==> src/rtl/fp_add_arbiter_pkg.sv <==
// Shared types and constants for the FP adder arbiter: FSM states,
// default FP format widths and the error word returned on timeout.
package fp_add_pkg;

  localparam int EXP_W_DEF = 7;
  localparam int MAN_W_DEF = 24;
  localparam int W_DEF     = EXP_W_DEF + MAN_W_DEF + 1;

  // Wide enough for any supported format; users slice the low W bits.
  localparam logic [63:0] FP_ERR = '1;

  typedef enum logic [2:0] {
    ST_IDLE,
    ST_LAUNCH,
    ST_BUSY,
    ST_RESP,
    ST_REARM
  } state_t;

endpackage

==> src/rtl/fp_add_arbiter_rr_arbiter.sv <==
// Combinational round-robin picker: first set request at or after ptr,
// wrapping modulo NUM_REQ.
module rr_arbiter
  import fp_add_pkg::*;
#(
  parameter int NUM_REQ = 4,
  parameter int PTR_W   = $clog2(NUM_REQ)
) (
  input  logic [NUM_REQ-1:0] req,
  input  logic [PTR_W-1:0]   ptr,
  output logic [NUM_REQ-1:0] grant,
  output logic [PTR_W-1:0]   idx,
  output logic               any
);

  logic [PTR_W-1:0] cand;

  always_comb begin
    grant = '0;
    idx   = '0;
    any   = 1'b0;
    cand  = '0;
    for (int unsigned i = 0; i < NUM_REQ; i++) begin
      cand = PTR_W'((32'(ptr) + i) % NUM_REQ);
      if (!any && req[cand]) begin
        any         = 1'b1;
        idx         = cand;
        grant[cand] = 1'b1;
      end
    end
  end

endmodule

==> src/rtl/fp_add_arbiter.sv <==
// Round-robin sequencer sharing one multi-cycle FP adder between NUM_REQ
// requesters; a watchdog turns a hung add into an error response.
module fp_add_arbiter
  import fp_add_pkg::*;
#(
  parameter int  NUM_REQ = 4,
  parameter int  EXP_W   = EXP_W_DEF,
  parameter int  MAN_W   = MAN_W_DEF,
  parameter int  TIMEOUT = 255,
  localparam int W       = EXP_W + MAN_W + 1
) (
  input  logic                 clk,
  input  logic                 reset,
  input  logic [NUM_REQ-1:0]   req_valid,
  input  logic [NUM_REQ*W-1:0] req_a,
  input  logic [NUM_REQ*W-1:0] req_b,
  output logic [NUM_REQ-1:0]   req_ready,
  output logic [NUM_REQ-1:0]   resp_valid,
  output logic [W-1:0]         resp_sum,
  output logic                 resp_err,
  output logic                 busy,
  output logic                 fpu_start,
  output logic [W-1:0]         fpu_a,
  output logic [W-1:0]         fpu_b,
  input  logic [W-1:0]         fpu_s,
  input  logic                 fpu_ready,
  output logic                 fpu_rst_n
);

  localparam int PTR_W = $clog2(NUM_REQ);
  localparam int WD_W  = 16;
  localparam logic [WD_W-1:0] WD_LAST = WD_W'(TIMEOUT - 1);

  state_t             state, state_nx;
  logic [PTR_W-1:0]   ptr, owner, g_idx;
  logic [NUM_REQ-1:0] g_oh;
  logic               g_any;
  logic [WD_W-1:0]    wd;
  logic               wd_expired;

  assign wd_expired = (wd == WD_LAST);

  rr_arbiter #(
    .NUM_REQ (NUM_REQ),
    .PTR_W   (PTR_W)
  ) u_rr (
    .req   (req_valid),
    .ptr   (ptr),
    .grant (g_oh),
    .idx   (g_idx),
    .any   (g_any)
  );

  always_ff @(posedge clk or negedge reset) begin
    if (!reset) state <= ST_IDLE;
    else        state <= state_nx;
  end

  always_comb begin
    state_nx = state;
    case (state)
      ST_IDLE:   if (g_any) state_nx = ST_LAUNCH;
      ST_LAUNCH: state_nx = ST_BUSY;
      ST_BUSY:   if (fpu_ready || wd_expired) state_nx = ST_RESP;
      ST_RESP:   state_nx = ST_REARM;
      ST_REARM:  state_nx = ST_IDLE;
      default:   state_nx = ST_IDLE;
    endcase
  end

  always_comb begin
    req_ready  = '0;
    resp_valid = '0;
    fpu_start  = 1'b0;
    busy       = (state != ST_IDLE);
    case (state)
      ST_IDLE:   req_ready = g_oh;
      ST_LAUNCH: fpu_start = 1'b1;
      ST_RESP:   resp_valid[owner] = 1'b1;
      default:   ;
    endcase
  end

  always_ff @(posedge clk or negedge reset) begin
    if (!reset) begin
      ptr       <= '0;
      owner     <= '0;
      fpu_a     <= '0;
      fpu_b     <= '0;
      resp_sum  <= '0;
      resp_err  <= 1'b0;
      wd        <= '0;
      fpu_rst_n <= 1'b0;
    end else begin
      // Registered so the adder reset is glitch-free and low exactly during REARM.
      fpu_rst_n <= (state_nx != ST_REARM);
      case (state)
        ST_IDLE: begin
          if (g_any) begin
            owner <= g_idx;
            fpu_a <= req_a[int'(g_idx)*W +: W];
            fpu_b <= req_b[int'(g_idx)*W +: W];
            ptr   <= (g_idx == PTR_W'(NUM_REQ - 1)) ? '0 : g_idx + PTR_W'(1);
          end
        end
        ST_LAUNCH: wd <= '0;
        ST_BUSY: begin
          if (fpu_ready) begin
            resp_sum <= fpu_s;
            resp_err <= 1'b0;
          end else if (wd_expired) begin
            resp_sum <= FP_ERR[W-1:0];
            resp_err <= 1'b1;
          end else begin
            wd <= wd + 1'b1;
          end
        end
        default: ;
      endcase
    end
  end

endmodule

==> config.mk <==
export PLATFORM = sky130hd
export DESIGN_NAME = fp_add_arbiter
export DESIGN_NICKNAME = d
export VERILOG_FILES = /design/src/rtl/fp_add_arbiter_pkg.sv /design/src/rtl/fp_add_arbiter_rr_arbiter.sv /design/src/rtl/fp_add_arbiter.sv
export SDC_FILE = /design/constraint.sdc
export NUM_CORES = 1
export LEC_CHECK = 0
export CAP_MARGIN = 20
export CORE_AREA = 2 2 155 157
export DETAILED_ROUTE_END_ITERATION = 10
export DIE_AREA = 0 0 157 159
export PLACE_DENSITY_LB_ADDON = 0.05
export SLEW_MARGIN = 15
export SYNTH_ARGS = -nofsm -noshare
export SYNTH_HDL_FRONTEND = slang
export SYNTH_HIERARCHICAL = 1
export SYNTH_SLANG_ARGS = --single-unit
==> constraint.sdc <==
create_clock -name clk -period 9.77 [get_ports clk]
set_clock_uncertainty 0.2 [all_clocks]
set_input_delay 2.4425 -clock clk [delete_from_list [all_inputs] [get_ports clk]]
set_output_delay 2.4425 -clock clk [all_outputs]
set_load 0.02 [all_outputs]
**Word-level counts from Yosys, hierarchy flattened**

Cells that the tools add are included.

- Logic and storage cells: 100
- Input port bits: 295
- Output and inout bits: 108
- Bits in registers: 121

- Order comparisons: 10
- Shift-type cells: 2
- Equal/unequal tests: 8
- Bitwise gates (word level): 3
- Add/subtract/negate cells: 5
- Reductions and logical operators: 19
- Muxes and demuxes: 44

Operators by type and width:

| cell | count |
|---|---|
| 128-bit by 8-bit indexed part select with 32-bit output | 2 |
| 32-bit 2-to-1 mux | 2 |
| 16-bit 2-to-1 mux | 2 |
| 16-bit one-hot mux with 2 select lines | 1 |
| 4-bit 2-to-1 mux | 6 |
| 16-bit by 1-bit adder with 16-bit output (second input constant) | 1 |
| 16-bit by 8-bit == test with 1-bit output (second input constant) | 1 |
| 1-bit 2-to-1 mux | 16 |
| 2-bit by 3-bit < comparator with 1-bit output (second input constant) | 5 |
| 4-bit OR | 3 |
| 3-bit one-hot mux with 4 select lines | 1 |
| 1-bit demux with 2-bit select | 5 |
| 2-bit by 1-bit greater-or-equal comparator with 1-bit output (second input constant) | 5 |
| 2-bit 2-to-1 mux | 5 |
| 1-bit binary-select mux with 2-bit select | 4 |
| 1-bit logical AND | 8 |
| 3-bit by 2-bit == test with 1-bit output (second input constant) | 2 |
| 3-bit 2-to-1 mux | 2 |
| 2-bit by 1-bit adder with 2-bit output (second input constant) | 2 |
| 2-bit adder (second input constant) | 2 |
| 2-bit != test (second input constant) | 2 |
| 2-bit AND reduction | 2 |
| 2-bit nonzero test | 2 |
| 3-bit by 1-bit == test with 1-bit output (second input constant) | 1 |
| other kinds (7) | 9 |

**Depth between registers and ports, before layout**

Gate-level depths: netlist of run 1.

- Word-level depth: 15
- Gate-level depth with buffers: 13
- Mapped depth without buffers: 9

**Modules after synthesis**

Netlist of run 1, hierarchy kept.

By module, submodules not included:

| module | cells each | seq. area each (µm²) | times used | area each (µm²) |
|---|---|---|---|---|
| fp_add_arbiter | 638 | 3027.9 | 1 | 6751.5 |
| rr_arbiter | 45 | 0.0 | 1 | 419.2 |

**Worst setup path before layout of run 1**

Ideal clock, no wire load.

- Path kind: input port to output port
- Start point: input req_valid[2]
- End point: output req_ready[0]
- Data arrival time: 3772 ps
- Slack: 3356 ps
- Required time: 7128 ps
- Buffers on the path: 1
- Stages on the path: 6
- Path through: mux4_2 -> buf_6 -> nor4b_4 -> a22oi_1 -> o21ai_0 -> and2_1

- Word-level cells in the longest chain between the ends: 13
- Elaborated cells on any way between the ends: 25
- Classes of those cells: 16 x mux; 3 x bitwise; 6 x reduce/logical

RTL lines:

| what | RTL line | RTL |
|---|---|---|
| start, declared | fp_add_arbiter.sv:14 | `input logic [NUM_REQ-1:0] req_valid,` |
| 1-bit binary-select mux with 2-bit select | fp_add_arbiter_rr_arbiter.sv:25 | `if (!any && req[cand]) begin` |
| 1-bit 2-to-1 mux (implied by the code) | fp_add_arbiter_rr_arbiter.sv:25 |  |
| 1-bit 2-to-1 mux | fp_add_arbiter_rr_arbiter.sv:25 |  |
| 1-bit zero test | fp_add_arbiter_rr_arbiter.sv:25 |  |
| 1-bit logical AND | fp_add_arbiter_rr_arbiter.sv:25 |  |
| 1-bit 2-to-1 mux | fp_add_arbiter_rr_arbiter.sv:25 |  |
| 1-bit zero test | fp_add_arbiter_rr_arbiter.sv:25 |  |
| 1-bit logical AND | fp_add_arbiter_rr_arbiter.sv:25 |  |
| 1-bit 2-to-1 mux | fp_add_arbiter_rr_arbiter.sv:25 |  |
| 1-bit zero test | fp_add_arbiter_rr_arbiter.sv:25 |  |
| 1-bit logical AND | fp_add_arbiter_rr_arbiter.sv:25 |  |
| 4-bit 2-to-1 mux (*) | fp_add_arbiter_rr_arbiter.sv:25 |  |
| net g_oh[0] | fp_add_arbiter.sv:36 | `logic [NUM_REQ-1:0] g_oh;` |
| 4-bit 2-to-1 mux (*) | fp_add_arbiter.sv:76 | `case (state)` |
| end, declared | fp_add_arbiter.sv:17 | `output logic [NUM_REQ-1:0] req_ready,` |

Mark *: on every way through the listed nets, which the timed path passes. The rest lies on a longest branch. The select of a mux whose other input is x is not followed.

**Final worst setup path of run 1**

- Start point: input req_valid[3]
- End point: output req_ready[2]

Same word-level chain as after synthesis.

==> key figures, run 1 <==
Die
  • IO Count: 403
  • Die Wd: 157 microns
  • Row Count: 56
  • Die Ht: 159 microns
  • Starting Density: 0.3092
  • Core ar.: 23190 sq um
  • Die ar.: 24960 sq um

Worst hold path
  • HP Class: flip-flop to flip-flop
  • Hold path cells: 2

Logic synthesis
  • Mapped Nets: 986
  • Asr flop ratio synth: 1.000
  • Register bit total from synthesis: 121
  • Netlist cell types: 50
  • Top FF cell, synth: dfrtp_1
  • Syn Std Cell Area: 7171 sq um
  • Post-synth EDFFs: 0
  • Mean Syn Cell Area: 10.50 sq um
  • Synth top cells by count: nand2_1, dfrtp_1, mux4_2, inv_1, a21oi_1
  • Syn. warnings: 6
  • Most frequent cell after synthesis: nand2_1
  • Share of the synthesized area in the top cell type: 0.4223
  • Synth area leader: dfrtp_1
  • Sequential area share after synthesis: 0.4223
  • Synth area leaders: dfrtp_1, mux4_2, nand2_1, o22ai_1, a21oi_1
  • Post-synthesis cell count: 683

Route
  • Final WL: 28.50 mm
  • DR pass1 iterations: 4
  • DRT antenna net count: 0
  • Top sig layer: met5
  • # DRC: 0
  • Met3 WL: 2.673 mm
  • Avg Vias per Cell: 4.842
  • WL/cell: 20.34 microns
  • Met2 wire length: 14.51 mm
  • Total number of vias: 6783
  • DRT iter0 DRCs: 334
  • Met1 wire length: 10.58 mm

STA
  • Setup tns final: 0 ns
  • Fin. max-slew vios: 0
  • Final Hold Viols: 0
  • Final period util: 0.7798
  • RSZ-0062 raised after global routing: false
  • Final WS setup: 2.151 ns
  • FMAX: 131.3 MHz
  • Tmin final: 7.619 ns
  • Least-Margin Pin Slew: 0.9746 ns
  • Slew Limit Headroom: 0.3502
  • Final setup fails: 0

Pwr
  • Switching part of the total: 0.4285
  • Cell internal pwr: 0.002329 W
  • Switching power: 0.001746 W
  • Leakage: 4.930 nW
  • Peak supply drop: 0.0002158 V
  • Clk network pwr share: 0.148
  • PwrDens: 338.2 nW/um^2
  • Reg power frac: 0.219
  • Comb pwr share: 0.633

Outcome
  • Status: completed

Setup path
  • Critical Path RT: 7.13 ns
  • Max stage delay on crit path: 0.66 ns
  • CP dominant cell by count: clkdlybuf4s50_1
  • Worst-path fanout max: 13
  • Delay-heaviest family, CP: buffers and inverters
  • Arrival @ worst endpoint: 4.98 ns
  • Worst Setup End Kind: output port
  • Startpoint types: primary input
  • Critical path depth: 7
  • Cell Chain, Critical Path: clkdlybuf4s50_1 -> mux4_2 -> nor4b_4 -> a22oi_1 -> o21ai_0 -> and2_1 -> clkdlybuf4s50_1
  • Slowest-stage cell, CP: mux4_2
  • Buffers & Inverters on Critical Path: 2
  • FF-to-FF path depth: 11
  • WS Path Type: primary input to output port

Final layout
  • Area Growth Syn to Fin: 68.05%
  • Ratio of cells with drive above 1 in the final layout: 0.1259
  • Final core occ: 0.5196
  • Fin nets: 1370

GRT
  • Vias in the first global route: 7078
  • Gr ovfl total: 0
  • Initial antenna violation count: 4
  • Largest net degree at the start of global routing: 72
  • GRT Util Overall: 0.2312
  • First-pass GRT wire length: 42.77 mm

Clock network
  • Clk_lat worst skew: 0.41 ns
  • H-tree levels: 4
  • TritonCTS buffer count: 17
  • Root buffer cell: clkbuf_16
  • CTS tree: built
  • Worst-path clk slew: 0.05 ns
  • CTS hold repair buffers: 0
  • Setup repair bufs after CTS: 0
  • Longest Clk Path Bufs: 2
  • Sink Count: 121
  • Post_cts resized: 0

Placement
  • Setup WS pre-CTS: 2.179 ns
  • Detailed placement HPWL: 22.02 mm
  • Routability cong.: 0.9128
  • Port bufs: 402

Run
  • Max cap viols: 0
cell families (layout without fill, tap and decap cells):
group           after synthesis  in the layout  share of synthesized area
fa+ha+maj                     8              8                    0.01396
mux                          75             75                     0.2247
buf+inv                      89            486                    0.05584
simple gates                267            267                     0.1668
flops                       121            121                     0.4223
other cells                   0              2                          0
compound gates              123            123                     0.1164
routing by layer:
layer / up-vias / GRT usage
met2: 254 / 0.3927
met3: 32 / 0.08819
met4: 4 / 0.07256
li1: 3227 / -
met5: - / 0
met1: 3266 / 0.2684
worst reg2reg max path, stage by stage, from the launching register on:
cell,delay [ns]
dfrtp_1,0.68
inv_1,0.18
ha_1,0.40
mux4_2,0.45
and2b_2,0.31
o21ai_0,0.16
o31ai_4,0.11
buf_4,0.56
buf_4,0.65
mux4_2,0.67
nand2_1,0.10
nand2_1,0.05
cell type report:
| cell class | instances | area (sq um) |
|---|---|---|
| diodes | 2 | 5.005 |
| fillers | 2143 | 11140 |
| well taps | 319 | 399.1 |
| repair buffers | 410 | 4105 |
| flip-flops and latches | 121 | 3028 |
| clock buffers | 18 | 429.2 |
| inverters | 44 | 166.4 |
| multi-input cells | 473 | 3785 |
| clock inverters | 14 | 132.6 |
power by group through the flow:
stage	logic, W	registers, W	clock network (W)
2_1_floorplan	0.00145	0.00111	0
3_3_place_gp	0.00263	0.000889	0
3_5_place_dp	0.00263	0.000895	0
4_1_cts	0.00263	0.000893	0.000626
5_1_grt	0.00281	0.000925	0.000644
6_report	0.00258	0.000891	0.000605
registers in the layout (all words and copies together) (netlist names):
name	flops
resp_sum	32
fpu_b	32
wd	16
fpu_a	32
ptr	2
owner	2
fpu_rst_n	1
state	3
resp_err	1
stage by stage:
stage	cell area [sq um]	hold WS (ns)	total power, W	cells
3_3_place_gp	11460	0.2567	0.003517	1366
2_1_floorplan	7171	0.2905	0.002561	683
5_1_grt	12050	0.2932	0.004384	1400
6_report	12050	0.2687	0.004075	1401
4_1_cts	12020	0.2752	0.004153	1398
3_5_place_dp	11460	0.2612	0.003523	1366
worst paths after layout:
check | start | to | slack [ns]
setup / recovery | req_valid[3] | req_ready[2] | 2.15
hold / removal | fpu_b[1]$_DFFE_PN0P_ | fpu_b[1]$_DFFE_PN0P_ | 0.27
setup reg to reg | ptr[0]$_DFFE_PN0P_ | fpu_a[12]$_DFFE_PN0P_ | 5.14
hold reg to reg | fpu_b[1]$_DFFE_PN0P_ | fpu_b[1]$_DFFE_PN0P_ | 0.27
max in group asynchronous | reset | fpu_b[14]$_DFFE_PN0P_ | 6.26
min in group asynchronous | reset | wd[14]$_DFFE_PN0P_ | 1.76
cells in the final DEF (no fill, tap or decap), types with 3 or more instances in the layout:
| cell type | n |
|---|---|
| o22ai_1 | 32 |
| inv_1 | 43 |
| mux2i_1 | 5 |
| nor2_1 | 6 |
| nand4_1 | 3 |
| o31ai_1 | 9 |
| ha_1 | 8 |
| o21ai_0 | 12 |
| dfrtp_1 | 121 |
| nor3_1 | 3 |
| buf_4 | 7 |
| clkbuf_16 | 17 |
| a22oi_1 | 8 |
| and2_1 | 6 |
| a21oi_1 | 38 |
| a21oi_2 | 9 |
| nand2_1 | 218 |
| mux4_2 | 66 |
| clkdlybuf4s50_1 | 401 |
| clkinv_2 | 9 |
| or4_1 | 8 |
No activity file was read; power rests on OpenSTA's default activity.
==> run 2, diff against run 1 <==
==> constraint.sdc (replaced) <==
create_clock -name clk -period 6.7 [get_ports clk]
set_clock_uncertainty 0.2 [all_clocks]
set_input_delay 1.675 -clock clk [delete_from_list [all_inputs] [get_ports clk]]
set_output_delay 1.675 -clock clk [all_outputs]
set_load 0.02 [all_outputs]
==> run 2 against run 1 <==
Against the previous run: combinational power increased by 46%; register-to-register slack got worse by 2.4 ns; final cell count unchanged; total power increased by 47%; core utilization increased by 0.19 points; critical path depth stayed put; non-clock buffer count decreased by 1; routed wire length about the same; sequential share of layout area shrank 0.091 points; clock power is 51% higher; global-route usage up 0.18 points; critical endpoint is now req_ready[3].
==> key figures, run 2 (synthesis gave the netlist of run 1 again) <==
Worst hold path
  • HP Class: flip-flop to flip-flop

Setup path
  • WS Path Type: primary input to output port
  • Arrival @ worst endpoint: 4.21 ns (-0.77 ns)
  • Worst Setup End Kind: output port
  • Startpoint types: primary input
  • Critical Path RT: 4.83 ns (-2.30 ns)
  • Worst-path fanout max: 13 (unchanged)

STA
  • Final setup fails: 0 (unchanged)
  • FMAX: 164.3 MHz
  • Slew Limit Headroom: 0.3499 (about the same)
  • Final Hold Viols: 0 (unchanged)
  • WHS: 0.2711 ns (+0.002426 ns)
  • Least-Margin Pin Slew: 0.9752 ns (+0.0005237 ns)
  • Fin. max-slew vios: 0 (unchanged)
  • RSZ-0062 raised after global routing: false
  • Tmin final: 6.087 ns
  • Final period util: 0.9084
  • Setup tns final: 0 ns (unchanged)

Route
  • # DRC: 0 (unchanged)
  • DR pass1 iterations: 4 (unchanged)
  • DRT antenna net count: 0 (unchanged)
  • Total number of vias: 6743 (-0.59%)
  • DRT iter0 DRCs: 392 (+17%)
  • WL/cell: 20.36 microns (about the same)
  • Final WL: 28.52 mm (about the same)
  • Avg Vias per Cell: 4.813 (-0.59%)

Pwr
  • Leakage: 4.916 nW (-0.28%)
  • Peak supply drop: 0.0003197 V (+48%)
  • PwrDens: 494.1 nW/um^2 (+46%)

Run
  • Max cap viols: 0 (unchanged)

Clock network
  • CTS hold repair buffers: 0 (unchanged)
  • Worst-path clk slew: 0.06 ns (about the same)
  • Root buffer cell: clkbuf_16
  • Longest Clk Path Bufs: 2 (unchanged)
  • Post_cts resized: 0 (unchanged)
  • Setup repair bufs after CTS: 0 (unchanged)
  • H-tree levels: 4 (unchanged)
  • Clk_lat worst skew: 0.42 ns (about the same)
  • CTS tree: built
  • Sink Count: 121 (unchanged)
  • TritonCTS buffer count: 17 (unchanged)

GRT
  • GRT Util Overall: 0.2330 (+0.001785)
  • Initial antenna violation count: 6 (+2)
  • Largest net degree at the start of global routing: 68 (-5.6%)
  • First-pass GRT wire length: 43.09 mm (+0.74%)
  • Vias in the first global route: 7151 (+1.0%)
  • Gr ovfl total: 0 (unchanged)

Die
  • Row Count: 56 (unchanged)
  • IO Count: 403 (unchanged)
  • Die Wd: 157 microns (unchanged)
  • Starting Density: 0.3092 (unchanged)
  • Die Ht: 159 microns (unchanged)
  • Die ar.: 24960 sq um (unchanged)
  • Core ar.: 23190 sq um (unchanged)

Final layout
  • Area Growth Syn to Fin: 68.66%
  • Fin nets: 1369 (-0.073%)
  • Commonest non-fill, non-tap cell in the layout: clkdlybuf4s50_1
  • Largest regs: fpu_a: 32 flops, fpu_b: 32 flops, resp_sum: 32 flops
  • Filler Cells Inserted: 2141 (-0.093%)
  • Cell area after layout: 12090 sq um (+0.36%)
  • Multi-input logic area: 3785 sq um (unchanged)
  • Seq. cell area: 3028 sq um (unchanged)
  • Ratio of cells with drive above 1 in the final layout: 0.1260 (about the same)
  • Commonest cells after routing, fill and taps aside: clkdlybuf4s50_1, nand2_1, dfrtp_1, mux4_2, inv_1

Placement
  • Port bufs: 402 (unchanged)
  • Detailed placement HPWL: 21.85 mm (-0.76%)
  • Area of placed instances: 11470 sq um (+0.11%)
  • Routability cong.: 0.8973 (-1.7%)

Outcome
  • Status: completed
run 2: cell count changes in the layout (fill, tap and decap cells not counted):
| cell | change |
|---|---|
| clkinv_4 | +1 |
| buf_4 | -3 |
| buf_8 | +1 |
| buf_12 | +1 |
| clkbuf_8 | +1 |
| diode_2 | +1 |
| clkinv_2 | -7 |
| clkbuf_1 | -1 |
| clkinvlp_4 | +6 |
run 2: report_power, final:
part / total (W) / internal (W) / switching (W)
Clock: 0.000913 / 0.000557 / 0.000356
Combinational: 0.00376 / 0.00180 / 0.00197
Sequential: 0.00130 / 0.00107 / 0.000231
Total: 0.00598 / 0.00342 / 0.00255
run 2: critical path, cell delays in order:
cell	delay, ns
clkdlybuf4s50_1	0.48
mux4_2	0.66
nor4b_4	0.45
a22oi_1	0.12
o21ai_0	0.09
and2_1	0.14
clkdlybuf4s50_1	0.60
run 2: per-layer routing:
layer  GRT usage  wire length (microns)
met2      0.3967                  14570
met3     0.07322                   2571
met5           0                      0
met4     0.08048                    687
met1      0.2767                  10690
run 2: per-stage QoR:
stage          worst slack, ns    util  instances  total power, W
2_1_floorplan            1.821       -        683        0.003735
3_3_place_gp            0.6575  0.4939       1364        0.005120
3_5_place_dp            0.6413  0.4945       1365        0.005138
5_1_grt                 0.4426  0.5215       1401        0.006433
4_1_cts                 0.6326  0.5200       1397        0.006080
6_report                0.6134  0.5215       1401        0.005975
run 2: final timing paths:
check,slack [ns],endpoint,from,cells past startpoint
worst max-delay path,0.61,req_ready[3],req_valid[3],7
worst min-delay path,0.27,fpu_b[16]$_DFFE_PN0P_,fpu_b[16]$_DFFE_PN0P_,2
worst max register to register,2.72,fpu_a[7]$_DFFE_PN0P_,ptr[0]$_DFFE_PN0P_,8
worst min register to register,0.27,fpu_b[16]$_DFFE_PN0P_,fpu_b[16]$_DFFE_PN0P_,2
max in group asynchronous,3.99,resp_sum[10]$_DFFE_PN0P_,reset,2
min in group asynchronous,1.03,wd[14]$_DFFE_PN0P_,reset,1
run 2: final cells by class:
cell class	instances	share of cell area
diodes	3	0.0006207
clock buffers	18	0.03631
clock inverters	14	0.01252
inverters	44	0.01376
multi-input cells	473	0.3130
flip-flops and latches	121	0.2504
well taps	319	0.03300
repair buffers	409	0.3405
